==> config.mk <==
export PLATFORM = sky130hd
export DESIGN_NAME = beep_sequencer
export DESIGN_NICKNAME = d
export VERILOG_FILES = /design/src/rtl/beep_sequencer.sv
export SDC_FILE = /design/constraint.sdc
export NUM_CORES = 1
export LEC_CHECK = 0
export BUFFER_PORTS_ARGS = -buffer_cell sky130_fd_sc_hd__buf_4
export CAP_MARGIN = 10
export CORE_MARGIN = 2
export CORE_UTILIZATION = 60
export DETAILED_ROUTE_END_ITERATION = 16
export PLACE_DENSITY = 0.77
export SYNTH_ARGS = -nofsm -noshare
export SYNTH_HDL_FRONTEND = slang
export SYNTH_SLANG_ARGS = --single-unit
==> constraint.sdc <==
create_clock -name clk -period 6.25 [get_ports clk]
set_clock_uncertainty 0.2 [all_clocks]
set_input_delay 1.25 -clock clk [delete_from_list [all_inputs] [get_ports clk]]
set_output_delay 1.25 -clock clk [all_outputs]
set_load 0.03 [all_outputs]
==> src/rtl/beep_sequencer.sv <==
// Tune player for the game buzzer. Selects a START or OVER melody from gamemode,
// steps through a half-period ROM, and produces a square wave on beep.
module beep_sequencer #(
    parameter int DIV_W      = 18,
    parameter int NOTES      = 16,
    parameter int NOTE_TICKS = 12_500_000,
    parameter int GAP_TICKS  = 1_250_000,
    parameter int REPEAT     = 0,
    parameter int TEST_TUNE  = 0
) (
    input  logic                     clk,
    input  logic                     rst,
    input  logic [1:0]               gamemode,
    input  logic                     mute,
    output logic                     beep,
    output logic                     busy,
    output logic [$clog2(NOTES)-1:0] note_idx
);

    // state | meaning
    // IDLE  | silent, waiting for a tune trigger
    // PLAY  | sounding the current note for NOTE_TICKS clocks
    // GAP   | silent pause of GAP_TICKS clocks between notes
    // DONE  | tune finished; waits for a trigger or a 01/10 mode
    typedef enum logic [1:0] {S_IDLE, S_PLAY, S_GAP, S_DONE} state_t;

    localparam int IW   = $clog2(NOTES);
    localparam int DW_N = $clog2(NOTE_TICKS);
    localparam int DW_G = $clog2(GAP_TICKS);
    localparam int DW_M = (DW_N > DW_G) ? DW_N : DW_G;
    localparam int DW   = (DW_M < 1) ? 1 : DW_M;
    localparam logic [DIV_W-1:0] END_MARK = '1;

    state_t           state, state_n;
    logic [1:0]       prev_mode;
    logic             tune_sel, tune_sel_n;
    logic [IW-1:0]    idx_n;
    logic [DIV_W-1:0] tone_cnt, tone_cnt_n;
    logic [DW-1:0]    dur_cnt, dur_cnt_n;
    logic             phase, phase_n;
    logic             beep_n;
    logic [DIV_W-1:0] cur_half, next_half, start_half;
    logic [IW-1:0]    nxt_idx;
    logic             mode_chg, trig;

    // Half-period table; 0 is a rest, all-ones ends the tune.
    function automatic logic [DIV_W-1:0] rom_entry(input logic sel, input logic [IW-1:0] idx);
        logic [DIV_W-1:0] v;
        int               i;
        v = END_MARK;
        i = int'(idx);
        if (TEST_TUNE != 0) begin
            if (!sel) begin
                case (i)
                    0:       v = DIV_W'(3);
                    1:       v = DIV_W'(0);
                    2:       v = DIV_W'(5);
                    default: v = END_MARK;
                endcase
            end else begin
                case (i)
                    0:       v = DIV_W'(2);
                    default: v = END_MARK;
                endcase
            end
        end else begin
            if (!sel) begin
                case (i)
                    0:       v = DIV_W'(95602);
                    1:       v = DIV_W'(75838);
                    2:       v = DIV_W'(63776);
                    3:       v = DIV_W'(47801);
                    default: v = END_MARK;
                endcase
            end else begin
                case (i)
                    0:       v = DIV_W'(63776);
                    1:       v = DIV_W'(75838);
                    2:       v = DIV_W'(95602);
                    3:       v = DIV_W'(127551);
                    default: v = END_MARK;
                endcase
            end
        end
        return v;
    endfunction

    // State, counters, mode history and the registered buzzer output.
    always_ff @(posedge clk) begin
        if (rst) begin
            state     <= S_IDLE;
            prev_mode <= 2'b01;
            tune_sel  <= 1'b0;
            note_idx  <= '0;
            tone_cnt  <= '0;
            dur_cnt   <= '0;
            phase     <= 1'b0;
            beep      <= 1'b0;
        end else begin
            state     <= state_n;
            prev_mode <= gamemode;
            tune_sel  <= tune_sel_n;
            note_idx  <= idx_n;
            tone_cnt  <= tone_cnt_n;
            dur_cnt   <= dur_cnt_n;
            phase     <= phase_n;
            beep      <= beep_n;
        end
    end

    // Next-state logic: mode changes override note and gap expiry.
    always_comb begin
        state_n    = state;
        tune_sel_n = tune_sel;
        idx_n      = note_idx;
        tone_cnt_n = tone_cnt;
        dur_cnt_n  = dur_cnt;
        phase_n    = phase;

        cur_half   = rom_entry(tune_sel, note_idx);
        nxt_idx    = note_idx + 1'b1;
        next_half  = rom_entry(tune_sel, nxt_idx);
        start_half = rom_entry(gamemode == 2'b11, '0);
        mode_chg   = (gamemode != prev_mode);
        trig       = mode_chg && ((gamemode == 2'b00) || (gamemode == 2'b11));

        if (trig) begin
            tune_sel_n = (gamemode == 2'b11);
            idx_n      = '0;
            tone_cnt_n = '0;
            dur_cnt_n  = '0;
            phase_n    = 1'b0;
            state_n    = (start_half == END_MARK) ? S_DONE : S_PLAY;
        end else if (mode_chg) begin
            state_n    = S_IDLE;
            idx_n      = '0;
            tone_cnt_n = '0;
            dur_cnt_n  = '0;
            phase_n    = 1'b0;
        end else begin
            case (state)
                S_PLAY: begin
                    if (dur_cnt == DW'(NOTE_TICKS - 1)) begin
                        state_n    = S_GAP;
                        dur_cnt_n  = '0;
                        tone_cnt_n = '0;
                        phase_n    = 1'b0;
                    end else begin
                        dur_cnt_n = dur_cnt + 1'b1;
                        if (cur_half == '0) begin
                            tone_cnt_n = '0;
                            phase_n    = 1'b0;
                        end else if (tone_cnt == cur_half - 1'b1) begin
                            tone_cnt_n = '0;
                            phase_n    = ~phase;
                        end else begin
                            tone_cnt_n = tone_cnt + 1'b1;
                        end
                    end
                end
                S_GAP: begin
                    if (dur_cnt == DW'(GAP_TICKS - 1)) begin
                        dur_cnt_n  = '0;
                        tone_cnt_n = '0;
                        phase_n    = 1'b0;
                        if ((note_idx == IW'(NOTES - 1)) || (next_half == END_MARK)) begin
                            if (REPEAT != 0) begin
                                state_n = S_PLAY;
                                idx_n   = '0;
                            end else begin
                                state_n = S_DONE;
                            end
                        end else begin
                            state_n = S_PLAY;
                            idx_n   = nxt_idx;
                        end
                    end else begin
                        dur_cnt_n = dur_cnt + 1'b1;
                    end
                end
                default: begin
                    state_n = state;
                end
            endcase
        end

        beep_n = phase_n & ~mute;
    end

    assign busy = (state == S_PLAY) || (state == S_GAP);

endmodule

==> Word-level counts from Yosys, hierarchy flattened <==
Cells that the tools add are included.
{ "word_totals": {"reg_bits": 53, "input_bits": 5, "out_inout_bits": 6, "wordCells": 78} }
{ "classes": {"n_addsub": 4, "eq_ne": 19, "mux": 29, "bitwise": 4, "n_reduce_logical": 14} }
{ "ops": {"columns": ["cell", "n"], "rows": [
  ["18-bit case mux with 4 select lines", 4],
  ["18-bit two-way mux", 6],
  ["24-bit two-way mux", 2],
  ["24-bit case mux with 2 select lines", 1],
  ["18-bit == test, second input constant", 2],
  ["18-bit case mux with 2 select lines", 1],
  ["24-bit by 1-bit adder with 24-bit output, second input constant", 1],
  ["24-bit by 21-bit == test with 1-bit output, second input constant", 1],
  ["24-bit == test, second input constant", 1],
  ["18-bit by 1-bit adder with 18-bit output, second input constant", 1],
  ["18-bit == test", 1],
  ["18-bit logical NOT", 1],
  ["18-bit by 1-bit subtractor with 18-bit output, second input constant", 1],
  ["17-bit two-way mux", 1],
  ["4-bit by 2-bit == test with 1-bit output, second input constant", 4],
  ["2-bit two-way mux", 6],
  ["4-bit by 1-bit == test with 1-bit output, second input constant", 2],
  ["4-bit logical NOT", 2],
  ["4-bit != test, second input constant", 2],
  ["1-bit two-way mux", 6],
  ["3-bit AND reduction", 2],
  ["4-bit by 1-bit adder with 4-bit output, second input constant", 1],
  ["2-bit == test, second input constant", 2],
  ["4-bit == test, second input constant", 1],
  ["other kinds (14)", 18]
]} }

==> Logic depth before layout (Yosys ltp) <==
Gate-level depths: netlist of run 1.
{ "depth": {"word_depth": 12, "depth_mapped": 12, "depth_no_buf": 10} }

==> Worst setup path before layout of run 1 <==
Ideal clock, no wire load.
{ "synth_path": {"path_type": "reg2reg", "start": "register note_idx[0]", "end": "register beep", "setup_ns": 0.088, "t_arrival_ns": 3.179, "required_ns": 5.962, "setup_slack_ns": 2.783, "stages_incl_launch_ff": 12, "path_buffers": 1, "synth_period_minus_slack_ns": 3.467, "path_cell_list": "dfxtp_1 inv_1 ha_1 buf_4 nor4_2 o21ai_1 xor2_1 nor4_4 nor4b_4 nand4_4 or4b_4 a311oi_2"} }
{ "synth_via": {"elab_chain_cells": 12, "elab_cells_between_ends": 17, "cone_classes": "add/sub (1); eq/ne (4); mux (9); bitwise (1); reduce/logical (2)"} }
{ "synth_lines": {"columns": ["item", "line_no", "source"], "rows": [
  ["from (decl)", "17", "output logic [$clog2(NOTES)-1:0] note_idx"],
  ["from (signal assigned)", "103", "note_idx <= idx_n;"],
  ["4-bit by 2-bit == test with 1-bit output, or another cell as far along", "68, 76", null],
  ["18-bit case mux with 4 select lines, on equally long branches", "68, 76", null],
  ["18-bit two-way mux (*)", "67", "if (!sel) begin"],
  ["18-bit by 1-bit subtractor with 18-bit output", "153", "end else if (tone_cnt == cur_half - 1'b1) begin"],
  ["18-bit == test", "153", null],
  ["1-bit two-way mux", "153", null],
  ["1-bit two-way mux (*)", "150", "if (cur_half == '0) begin"],
  ["1-bit two-way mux (*)", "143", "if (dur_cnt == DW'(NOTE_TICKS - 1)) begin"],
  ["1-bit case mux with 2 select lines (*)", "141", "case (state)"],
  ["1-bit two-way mux (*)", "134", "end else if (mode_chg) begin"],
  ["1-bit two-way mux (*)", "127", "if (trig) begin"],
  ["1-bit bitwise AND (*)", "187", "beep_n = phase_n & ~mute;"],
  ["to (signal assigned)", "107", "beep <= beep_n;"],
  ["to (decl)", "15", "output logic beep,"]
]} }
Mark *: on every way between the ends. The rest lies on a longest branch, timed or not.
A chain may end at the register's enable or synchronous reset.

==> Worst setup path in the final report of run 1 <==
Same ends and word-level chain as after synthesis.

==> results of run 1 <==
## path summary, 6_finish.rpt
check	from	endpoint	slack (ns)	cells after the start
max	note_idx[0]	beep	2.65	10
min	dur_cnt[17]	dur_cnt[17]	0.31	2
min reg2reg	dur_cnt[17]	dur_cnt[17]	0.31	2
max reg2reg	note_idx[0]	beep	2.65	10
## layout make-up
cell class              count  area (sq um)  share of cell area
inverters                  17          63.8              0.0186
clock inverters             1          7.51             0.00218
clock buffers               6          82.6              0.0240
well taps                  70          87.6              0.0255
repair buffers             12          90.1              0.0262
multi-input cells         312          2050               0.595
flip-flops and latches     53          1060               0.308
## routing by layer
metal | routed length, microns | share of wire | up-vias | GRT usage
met1 | 3330 | 0.48 | 1351 | 0.319
met2 | 3270 | 0.47 | 26 | 0.417
li1 | - | - | 1436 | -
met5 | 0 | 0 | - | 0
met3 | 141 | 0.020 | 16 | 0.0337
met4 | 182 | 0.026 | 0 | 0.0857
## cell usage in the layout, fill, tap and decap left out, types with 3 or more instances in the layout
| master | instances |
|---|---|
| a21o_1 | 6 |
| a21oi_1 | 19 |
| a31oi_1 | 5 |
| and2_1 | 3 |
| and3_1 | 14 |
| buf_4 | 12 |
| clkbuf_8 | 6 |
| dfxtp_1 | 53 |
| ha_1 | 12 |
| inv_1 | 17 |
| mux2i_1 | 5 |
| nand2_1 | 32 |
| nand3_1 | 18 |
| nand3b_1 | 3 |
| nand4_1 | 9 |
| nand4b_1 | 3 |
| nor2_1 | 49 |
| nor2b_1 | 5 |
| nor3_1 | 7 |
| nor4_1 | 9 |
| o211ai_1 | 3 |
| o21a_1 | 3 |
| o21ai_0 | 13 |
| o311ai_0 | 3 |
| o31ai_1 | 6 |
| or2_1 | 3 |
| or2_2 | 3 |
| or3_1 | 8 |
| xnor2_1 | 15 |
| xor2_1 | 17 |
## power groups by stage
stage | sequential, mW | combinational (mW) | clock [mW]
2_1_floorplan | 0.349 | 0.0330 | 0
3_3_place_gp | 0.350 | 0.0419 | 0
3_5_place_dp | 0.350 | 0.0428 | 0
4_1_cts | 0.342 | 0.0431 | 0.202
5_1_grt | 0.343 | 0.0486 | 0.212
6_report | 0.342 | 0.0431 | 0.197
## flip-flops by register name, indices dropped and copies added (netlist names)
name	flops
dur_cnt	24
tone_cnt	18
prev_mode	2
state	2
beep	1
note_idx	4
phase	1
tune_sel	1
## cell families (layout without fill, tap and decap cells)
logic type	Yosys count	after routing	synth area share
AND/OR/NAND/NOR	185	185	0.319
XOR/XNOR	32	32	0.0864
flip-flops	53	53	0.327
multiplexers	7	7	0.0224
AO/OA/AOI/OAI	76	76	0.157
buffers and inverters	32	36	0.0420
adder cells (fa/ha/maj)	12	12	0.0463
## stage by stage
stage	worst slack (ns)	utilization	total power, mW	cells	hold WS (ns)
3_3_place_gp	2.57	0.648	0.392	464	0.285
3_5_place_dp	2.45	0.648	0.393	464	0.295
4_1_cts	2.67	0.665	0.587	471	0.310
2_1_floorplan	2.78	-	0.382	397	0.267
6_report	2.65	0.665	0.583	471	0.312
5_1_grt	2.38	0.665	0.603	471	0.374
## worst max-delay path: stages (launching register included)
cell	delay, ns
dfxtp_1	0.48
inv_1	0.16
ha_1	0.39
nor4_2	0.35
o21ai_1	0.13
xor2_1	0.19
nor4_4	0.26
nor4b_4	0.29
nand4_4	0.21
or4b_4	0.57
a311oi_2	0.28
==> results.md, run 1 <==
- Critical path peak fanout: 14
- Period utilisation layout: 0.576
- Seq cells post-synth: 53
- Clk sinks: 53
- Vias in the first global route: 2,688
- Register share of total power: 0.588
- Clock latency at the later pin of the worst-skew pair: 0.31 ns
- Leakage: 1.20 nW
- Pin count of the biggest net entering global routing: 24
- Nets: 418
- CTS H-tree depth: 2
- Worst hold path class: flop to flop
- Core ar.: 5170 sq um
- Startpoint Class: flop
- Post-Syn Nets: 414
- Synth warnings: 0
- First-pass GRT wire length: 12,300 microns
- I/O pins: 11
- Die ar.: 6010 sq um
- Post-Syn Instances: 397
- Post-route setup TNS: 0 ns
- DRT iter0 DRCs: 139
- Worst-path clk slew: 0.09 ns
- Initial Util: 0.627
- Type of the worst setup path: flop to flop
- Register area share after synthesis: 0.327
- Max Slew Vio Count: 0
- Drt drc: 0
- Critical Path RT: 6.26 ns
- Clock buffer depth: 2
- Outcome: finished, final reports clean
- Cell Int Power: 0.444 mW
- RePlAce Congestion: 0.872
- Drt first pass iters: 4
- Vias: 2,829
- Power Density: 169 nW/um^2
- Area leader, netlist: dfxtp_1
- Worst vdd rail ir drop: 102 uV
- Fin. Hold Viols: 0
- Post-synth top area share: 0.327
- Placed cell areas: 3350 sq um
- Post-synth EDFFs: 0
- Synth Cell Area: 3240 sq um
- Logic pwr share: 0.074
- Fillers: 460
- Width of the die: 77.5 microns
- Worst Max-Slew Pin Slew: 0.799 ns
- Switching part of the total power: 0.238
- GRT Total Usage: 0.245
- PostCTS Resize Cnt: 0
- DRT antenna net count: 0
- Clock root buffer: clkbuf_8
- Post-route cell area: 3440 sq um
- Cts hold-fix bufs: 0
- Die Y: 77.5 microns
- Proportion of layout cells with a drive suffix above 1: 0.0848
- Slew HR: 0.463
- Routed WL: 6920 microns
- RSZ-0062 raised after global routing: no
- Psw: 0.139 mW
- Synth top cells by count: dfxtp_1, nor2_1, nand2_1
- Total grt overflow: 0
- Vias/cell: 6.01
- Top-count cell post-synth: dfxtp_1
- Post-CTS Setup Bufs: 0
- TritonCTS Buffers: 5
- Ys async rst share: 0
- WL/cell: 14.7 microns
- Post-synthesis cell type count: 61
- IO Port Bufs: 10
- Post-DP HPWL: 5120 microns
- Finish-stage setup viols: 0
- Main area contributors after synthesis: dfxtp_1, nor2_1, ha_1
- Synth Flop Type: dfxtp_1
- Area Growth Syn to Fin: 6.02%
- Post-layout min period: 3.60 ns
- CTS tree: done
- Max Cap Viol: 0
- WP data arrival: 3.61 ns
- FMAX: 0.278 GHz
- Row cnt: 26
- Clock share of power: 0.338
- Crit end category: flop
- Initial antenna violation count: 0
- # diodes: 0
- Post-synthesis area per instance: 8.17 sq um
(Power assumes the default switching activity.)
==> run 2, diff against run 1 <==
--- a/config.mk
+++ b/config.mk
@@ -8,9 +8,9 @@
 export BUFFER_PORTS_ARGS = -buffer_cell sky130_fd_sc_hd__buf_4
 export CAP_MARGIN = 10
 export CORE_MARGIN = 2
-export CORE_UTILIZATION = 60
+export CORE_UTILIZATION = 56
 export DETAILED_ROUTE_END_ITERATION = 16
-export PLACE_DENSITY = 0.77
+export PLACE_DENSITY = 0.76
 export SYNTH_ARGS = -nofsm -noshare
 export SYNTH_HDL_FRONTEND = slang
 export SYNTH_SLANG_ARGS = --single-unit
==> constraint.sdc (replaced) <==
create_clock -name clk -period 2.88 [get_ports clk]
set_clock_uncertainty 0.2 [all_clocks]
set_input_delay 0.576 -clock clk [delete_from_list [all_inputs] [get_ports clk]]
set_output_delay 0.576 -clock clk [all_outputs]
set_load 0.03 [all_outputs]
==> run 2 against run 1 <==
Compared with the run above: register-to-register slack worse by 2.8 ns; sequential share of layout area decreased by 3.4 points; worst setup slack worse by 2.8 ns; via count is 8.7% higher; die area grew 6.8%; critical path depth up 1; largest power group unchanged; global-route usage grew 1.1 points; sequential power rose by 120%; design area rose by 13%; worst hold slack lost 0.11 ns; routed wire length rose by 18%; the run now ends with negative setup slack left.
==> results.md, run 2 (synthesis gave the netlist of run 1 again) <==
- Outcome: finished with violations
- Failing checks: negative setup slack
- RePlAce Congestion: 0.917
- Slew HR: 0.660
- Max Cap Viol: 0
- RSZ-0062 raised after global routing: yes
- Placed cells: 498
- Worst-path clk slew: 0.10 ns
- Vias in the first global route: 2,835
- GRT Total Usage: 0.256
- Met3 WL: 352 microns
- Worst vdd rail ir drop: 282 uV
- CP peak stage delay: 0.51 ns
- Total Power: 1.28 mW
- WP data arrival: 3.03 ns
- Drt first pass iters: 4
- Die Y: 80.1 microns
- Finish-stage setup viols: 10
- Core ar.: 5540 sq um
- Initial antenna violation count: 0
- Critical path peak fanout: 7
- Worst hold path class: input pin to flop
- Width of the die: 80.1 microns
- Period utilisation layout: 1.04
- DRT iter0 DRCs: 149
- Total grt overflow: 0
- I/O pins: 11
- Vias/cell: 5.96
- Startpoint Class: flop
- FMAX: 0.335 GHz
- Vias: 3,074
- Cells along the critical path: inv_4, ha_4, buf_12, nor4_4, o21ai_1, xor2_1, nor4_4, nor4b_4, nand4_4, or4b_4, a311oi_2
- CTS tree: done
- DRT antenna net count: 0
- Routed wl met2: 3960 microns
- Worst Max-Slew Pin Slew: 0.505 ns
- TritonCTS Buffers: 5
- Most flop-heavy register: dur_cnt
- CTS H-tree depth: 2
- Area Growth Syn to Fin: 20.1%
- Clock latency at the later pin of the worst-skew pair: 0.32 ns
- Fin cells: 516
- Clk sinks: 53
- Drt drc: 0
- Pin count of the biggest net entering global routing: 24
- Post-layout min period: 2.99 ns
- Critical Path RT: 2.92 ns
- Largest regs: dur_cnt x24, tone_cnt x18, note_idx x4
- Slowest CP cell: or4b_4
- Hold slack: 0.202 ns
- First-pass GRT wire length: 13,000 microns
- Max reg flops: 24
- Top delay family on crit path: simple AND/OR/NAND/NOR gates
- Die ar.: 6420 sq um
- Max Slew Vio Count: 0
- Worst Slack Setup Final: -0.105 ns
- Nets: 460
- Initial Util: 0.586
- Clock root buffer: clkbuf_8
- Clock buffer depth: 2
- Power Density: 328 nW/um^2
- IO Port Bufs: 10
- Wl on met1: 3670 microns
- WL/cell: 15.9 microns
- Post-DP HPWL: 5830 microns
- Type of the worst setup path: flop to flop
- Row cnt: 27
- Most numerous cell on the critical path: nor4_4
- Max Used Layer: met4
- CP Buf/Inv Count: 2
- Crit end category: flop
- Fin. Hold Viols: 0
- Leakage: 1.42 nW
- Proportion of layout cells with a drive suffix above 1: 0.218
- Most frequent cells in the layout: dfxtp_1, buf_4, nor2_1, nand2_1, nand3_1
- # diodes: 0
- Cts hold-fix bufs: 0
- Routed WL: 8190 microns
-- run 2: timing repair --
action,4_1_cts,5_1_grt
gates cloned,0,1
setup buffers,4,5
pin swaps,6,5
setup endpoints to repair,15,19
resized for setup,12,16
-- run 2: final timing paths --
kind | from | endpoint | slack, ns | cells after the start
worst max-delay path | note_idx[1] | beep | -0.11 | 11
worst min-delay path | mute | beep | 0.20 | 2
worst max register to register | note_idx[1] | beep | -0.11 | 11
worst min register to register | dur_cnt[17] | dur_cnt[17] | 0.31 | 2
-- run 2: worst register-to-register path, delay by kind of cell (launching register included) --
family | cells | cell delay, ns
flip-flops | 1 | 0.39
adder cells (fa/ha/maj) | 1 | 0.19
buffers and inverters | 2 | 0.19
AND/OR/NAND/NOR | 5 | 1.42
XOR/XNOR | 1 | 0.18
AO/OA/AOI/OAI | 2 | 0.33
-- run 2: final cells by class --
type                    instances  area, sq um
multi-input cells             312         2150
repair buffers                 54          425
fillers                       488         1640
clock buffers                   6         72.6
flip-flops and latches         53         1070
well taps                      72         90.1
inverters                      17         71.3
clock inverters                 2         13.8
-- run 2: power by group --
group	switching [mW]	internal, mW	leakage [nW]
clock	0.257	0.174	0.0456
combinational	0.0656	0.0425	0.943
sequential	0.00428	0.735	0.429
total	0.326	0.952	1.42
-- run 2: metrics by stage --
stage	area, sq um	util	TNS [ns]	setup WS [ns]
2_1_floorplan	3280	-	-0.0692	-0.0557
3_3_place_gp	3630	0.655	-0.0514	-0.0212
3_5_place_dp	3630	0.655	-0.261	-0.0655
4_1_cts	3810	0.687	0	0.00300
5_1_grt	3900	0.703	-2.00	-0.215
6_report	3900	0.703	-0.389	-0.105
-- run 2: metal layers --
layer	up-vias	global-route usage
li1	1532	-
met1	1460	0.326
met4	0	0.0881
met2	66	0.439
met3	16	0.0404
met5	-	0
==> run 3, diff against run 2 <==
--- a/config.mk
+++ b/config.mk
@@ -10,7 +10,7 @@
 export CORE_MARGIN = 2
 export CORE_UTILIZATION = 56
 export DETAILED_ROUTE_END_ITERATION = 16
-export PLACE_DENSITY = 0.76
+export PLACE_DENSITY = 0.75
 export SYNTH_ARGS = -nofsm -noshare
 export SYNTH_HDL_FRONTEND = slang
 export SYNTH_SLANG_ARGS = --single-unit
==> run 3 against run 2 <==
Compared with the run above: the flow still finishes with violations (negative setup slack); power up 2.2%; final cell count rose by 0.39%; routed wire length is 12% higher; critical path type unchanged; register-to-register slack lost 0.08 ns; non-clock buffer count rose by 2; worst setup slack got worse by 0.077 ns; critical path depth decreased by 1; global-route usage grew 0.28 points.
==> results.md, run 3 (synthesis gave the netlist of run 1 again) <==
- Clock latency at the later pin of the worst-skew pair: 0.32 ns
- Critical Path RT: 2.91 ns
- Crit path depth: 10
- Logic pwr share: 0.087
- Largest regs: dur_cnt x24, tone_cnt x18, note_idx x4
- Routed WL: 9210 microns
- Fillers: 393
- Cells along the critical path: inv_4, ha_4, buf_12, mux2_2, o211ai_1, xor2_1, nor4b_4, nand4_4, or4b_4, a311oi_2
- Max Slew Vio Count: 0
- Most flop-heavy register: dur_cnt
- Vias in the first global route: 2,846
- Worst Max-Slew Pin Slew: 0.482 ns
- CP endpoint: beep
- First-pass GRT wire length: 13,100 microns
- Crit end category: flop
- Hold slack: 0.228 ns
- RePlAce Congestion: 0.936
- Die Y: 80.1 microns
- # diodes: 0
- I/O pins: 11
- CTS H-tree depth: 2
- Vias/cell: 6.22
- Post-DP HPWL: 5800 microns
- Psw: 0.331 mW
- Drt drc: 0
- Worst Slack Setup Final: -0.183 ns
- Initial antenna violation count: 0
- Switching part of the total power: 0.253
- Critical path peak fanout: 7
- Drt first pass iters: 5
- Placed cell areas: 3610 sq um
- DRT antenna net count: 0
- Nets: 462
- Area Growth Syn to Fin: 23.3%
- Crit path from: note_idx[1]
- Most frequent cells in the layout: dfxtp_1, buf_4, nor2_1, nand2_1, nand3_1
- WP data arrival: 3.09 ns
- Utilization after layout: 0.722
- IO Port Bufs: 10
- Post-layout min period: 3.06 ns
- Clock buffer depth: 2
- Clock share of power: 0.347
- CTS tree: done
- Worst r2r path cells: 10
- R2r endpoint: beep
- R2r setup slk: -0.18 ns
- Max reg flops: 24
- Die ar.: 6420 sq um
- Slowest CP cell: or4b_4
- Total Power: 1.31 mW
- Core ar.: 5540 sq um
- Worst hold path class: input pin to flop
- Post-route cell area: 4000 sq um
- GRT Total Usage: 0.259
- FMAX: 0.327 GHz
- Fin. Hold Viols: 0
- Max Cap Viol: 0
- Row cnt: 27
- TritonCTS Buffers: 5
- RSZ-0062 raised after global routing: yes
- Power Density: 327 nW/um^2
- Cts hold-fix bufs: 0
- FF-to-FF Start: note_idx[1]
- Failing checks: negative setup slack
- Width of the die: 80.1 microns
- Period utilisation layout: 1.06
- WL/cell: 17.8 microns
- Leakage: 1.45 nW
- CP Buf/Inv Count: 2
- CP peak stage delay: 0.53 ns
- Cell Int Power: 0.976 mW
- Total grt overflow: 0
- Worst vdd rail ir drop: 315 uV
- DRT iter0 DRCs: 447
- HP Start: mute
- Pin count of the biggest net entering global routing: 24
- Initial Util: 0.586
- Slew HR: 0.678
- Top delay family on crit path: simple AND/OR/NAND/NOR gates
- Register share of total power: 0.566
- Proportion of layout cells with a drive suffix above 1: 0.242
- Type of the worst setup path: flop to flop
- Finish-stage setup viols: 18
- Startpoint Class: flop
- Clk sinks: 53
- Clock root buffer: clkbuf_8
- Outcome: finished with violations
- Vias: 3,221
- Worst-path clk slew: 0.10 ns
-- run 3: changes by cell type in the layout (fill, tap and decap cells not counted), sizes merged --
cell,before,now
clkinv,1,2
inv,18,17
buf,54,56
-- run 3: through the flow --
stage / worst slack (ns) / instances / TNS [ns]
5_1_grt: -0.290 / 518 / -3.61
4_1_cts: -0.0210 / 505 / -0.0210
6_report: -0.183 / 518 / -1.50
3_3_place_gp: -0.0550 / 497 / -0.0668
2_1_floorplan: -0.0557 / 397 / -0.0692
3_5_place_dp: -0.0962 / 497 / -0.204
-- run 3: metal layers --
metal	track usage	part of all wire	up-vias
met5	0	0	-
met4	0.0780	0.040	0
met3	0.0472	0.061	47
met2	0.450	0.50	135
met1	0.325	0.40	1517
li1	-	-	1522
-- run 3: worst min-delay path by stage --
stage                        to  slack [ns]  cells after the start
global placement    dur_cnt[17]        0.29                      2
floorplan           dur_cnt[17]        0.27                      2
global route               beep        0.22                      2
CTS                        beep        0.21                      2
detailed placement  dur_cnt[17]        0.29                      2
finish                     beep        0.23                      2
-- run 3: layout make-up --
type,count,area (sq um),area share
clock buffer,6,82.6,0.0206
sequential,53,1070,0.267
multi-input combinational,312,2220,0.556
clock inverter,2,13.8,0.00344
inverter,17,68.8,0.0172
tap,72,90.1,0.0225
timing repair buffer,56,452,0.113
-- run 3: what timing repair did --
item	CTS	global route
resized for setup	8	36
setup endpoints to repair	10	18
setup buffers	0	13
pin swaps	1	7
hold endpoints to repair	0	0
-- run 3: worst reg2reg max path, delay by kind of cell, from the launching register on --
family          cells  cell delay [ns]
mux                 1             0.29
xor+xnor            1             0.19
buf+inv             2             0.19
compound gates      2             0.50
flops               1             0.39
fa+ha+maj           1             0.17
simple gates        3             1.05
-- run 3: power groups by stage --
stage | Sequential (mW) | Combinational, mW | Clock [mW]
floorplan | 0.755 | 0.0717 | 0
global placement | 0.756 | 0.104 | 0
detailed placement | 0.756 | 0.106 | 0
CTS | 0.739 | 0.108 | 0.459
global route | 0.740 | 0.124 | 0.483
finish | 0.740 | 0.114 | 0.453
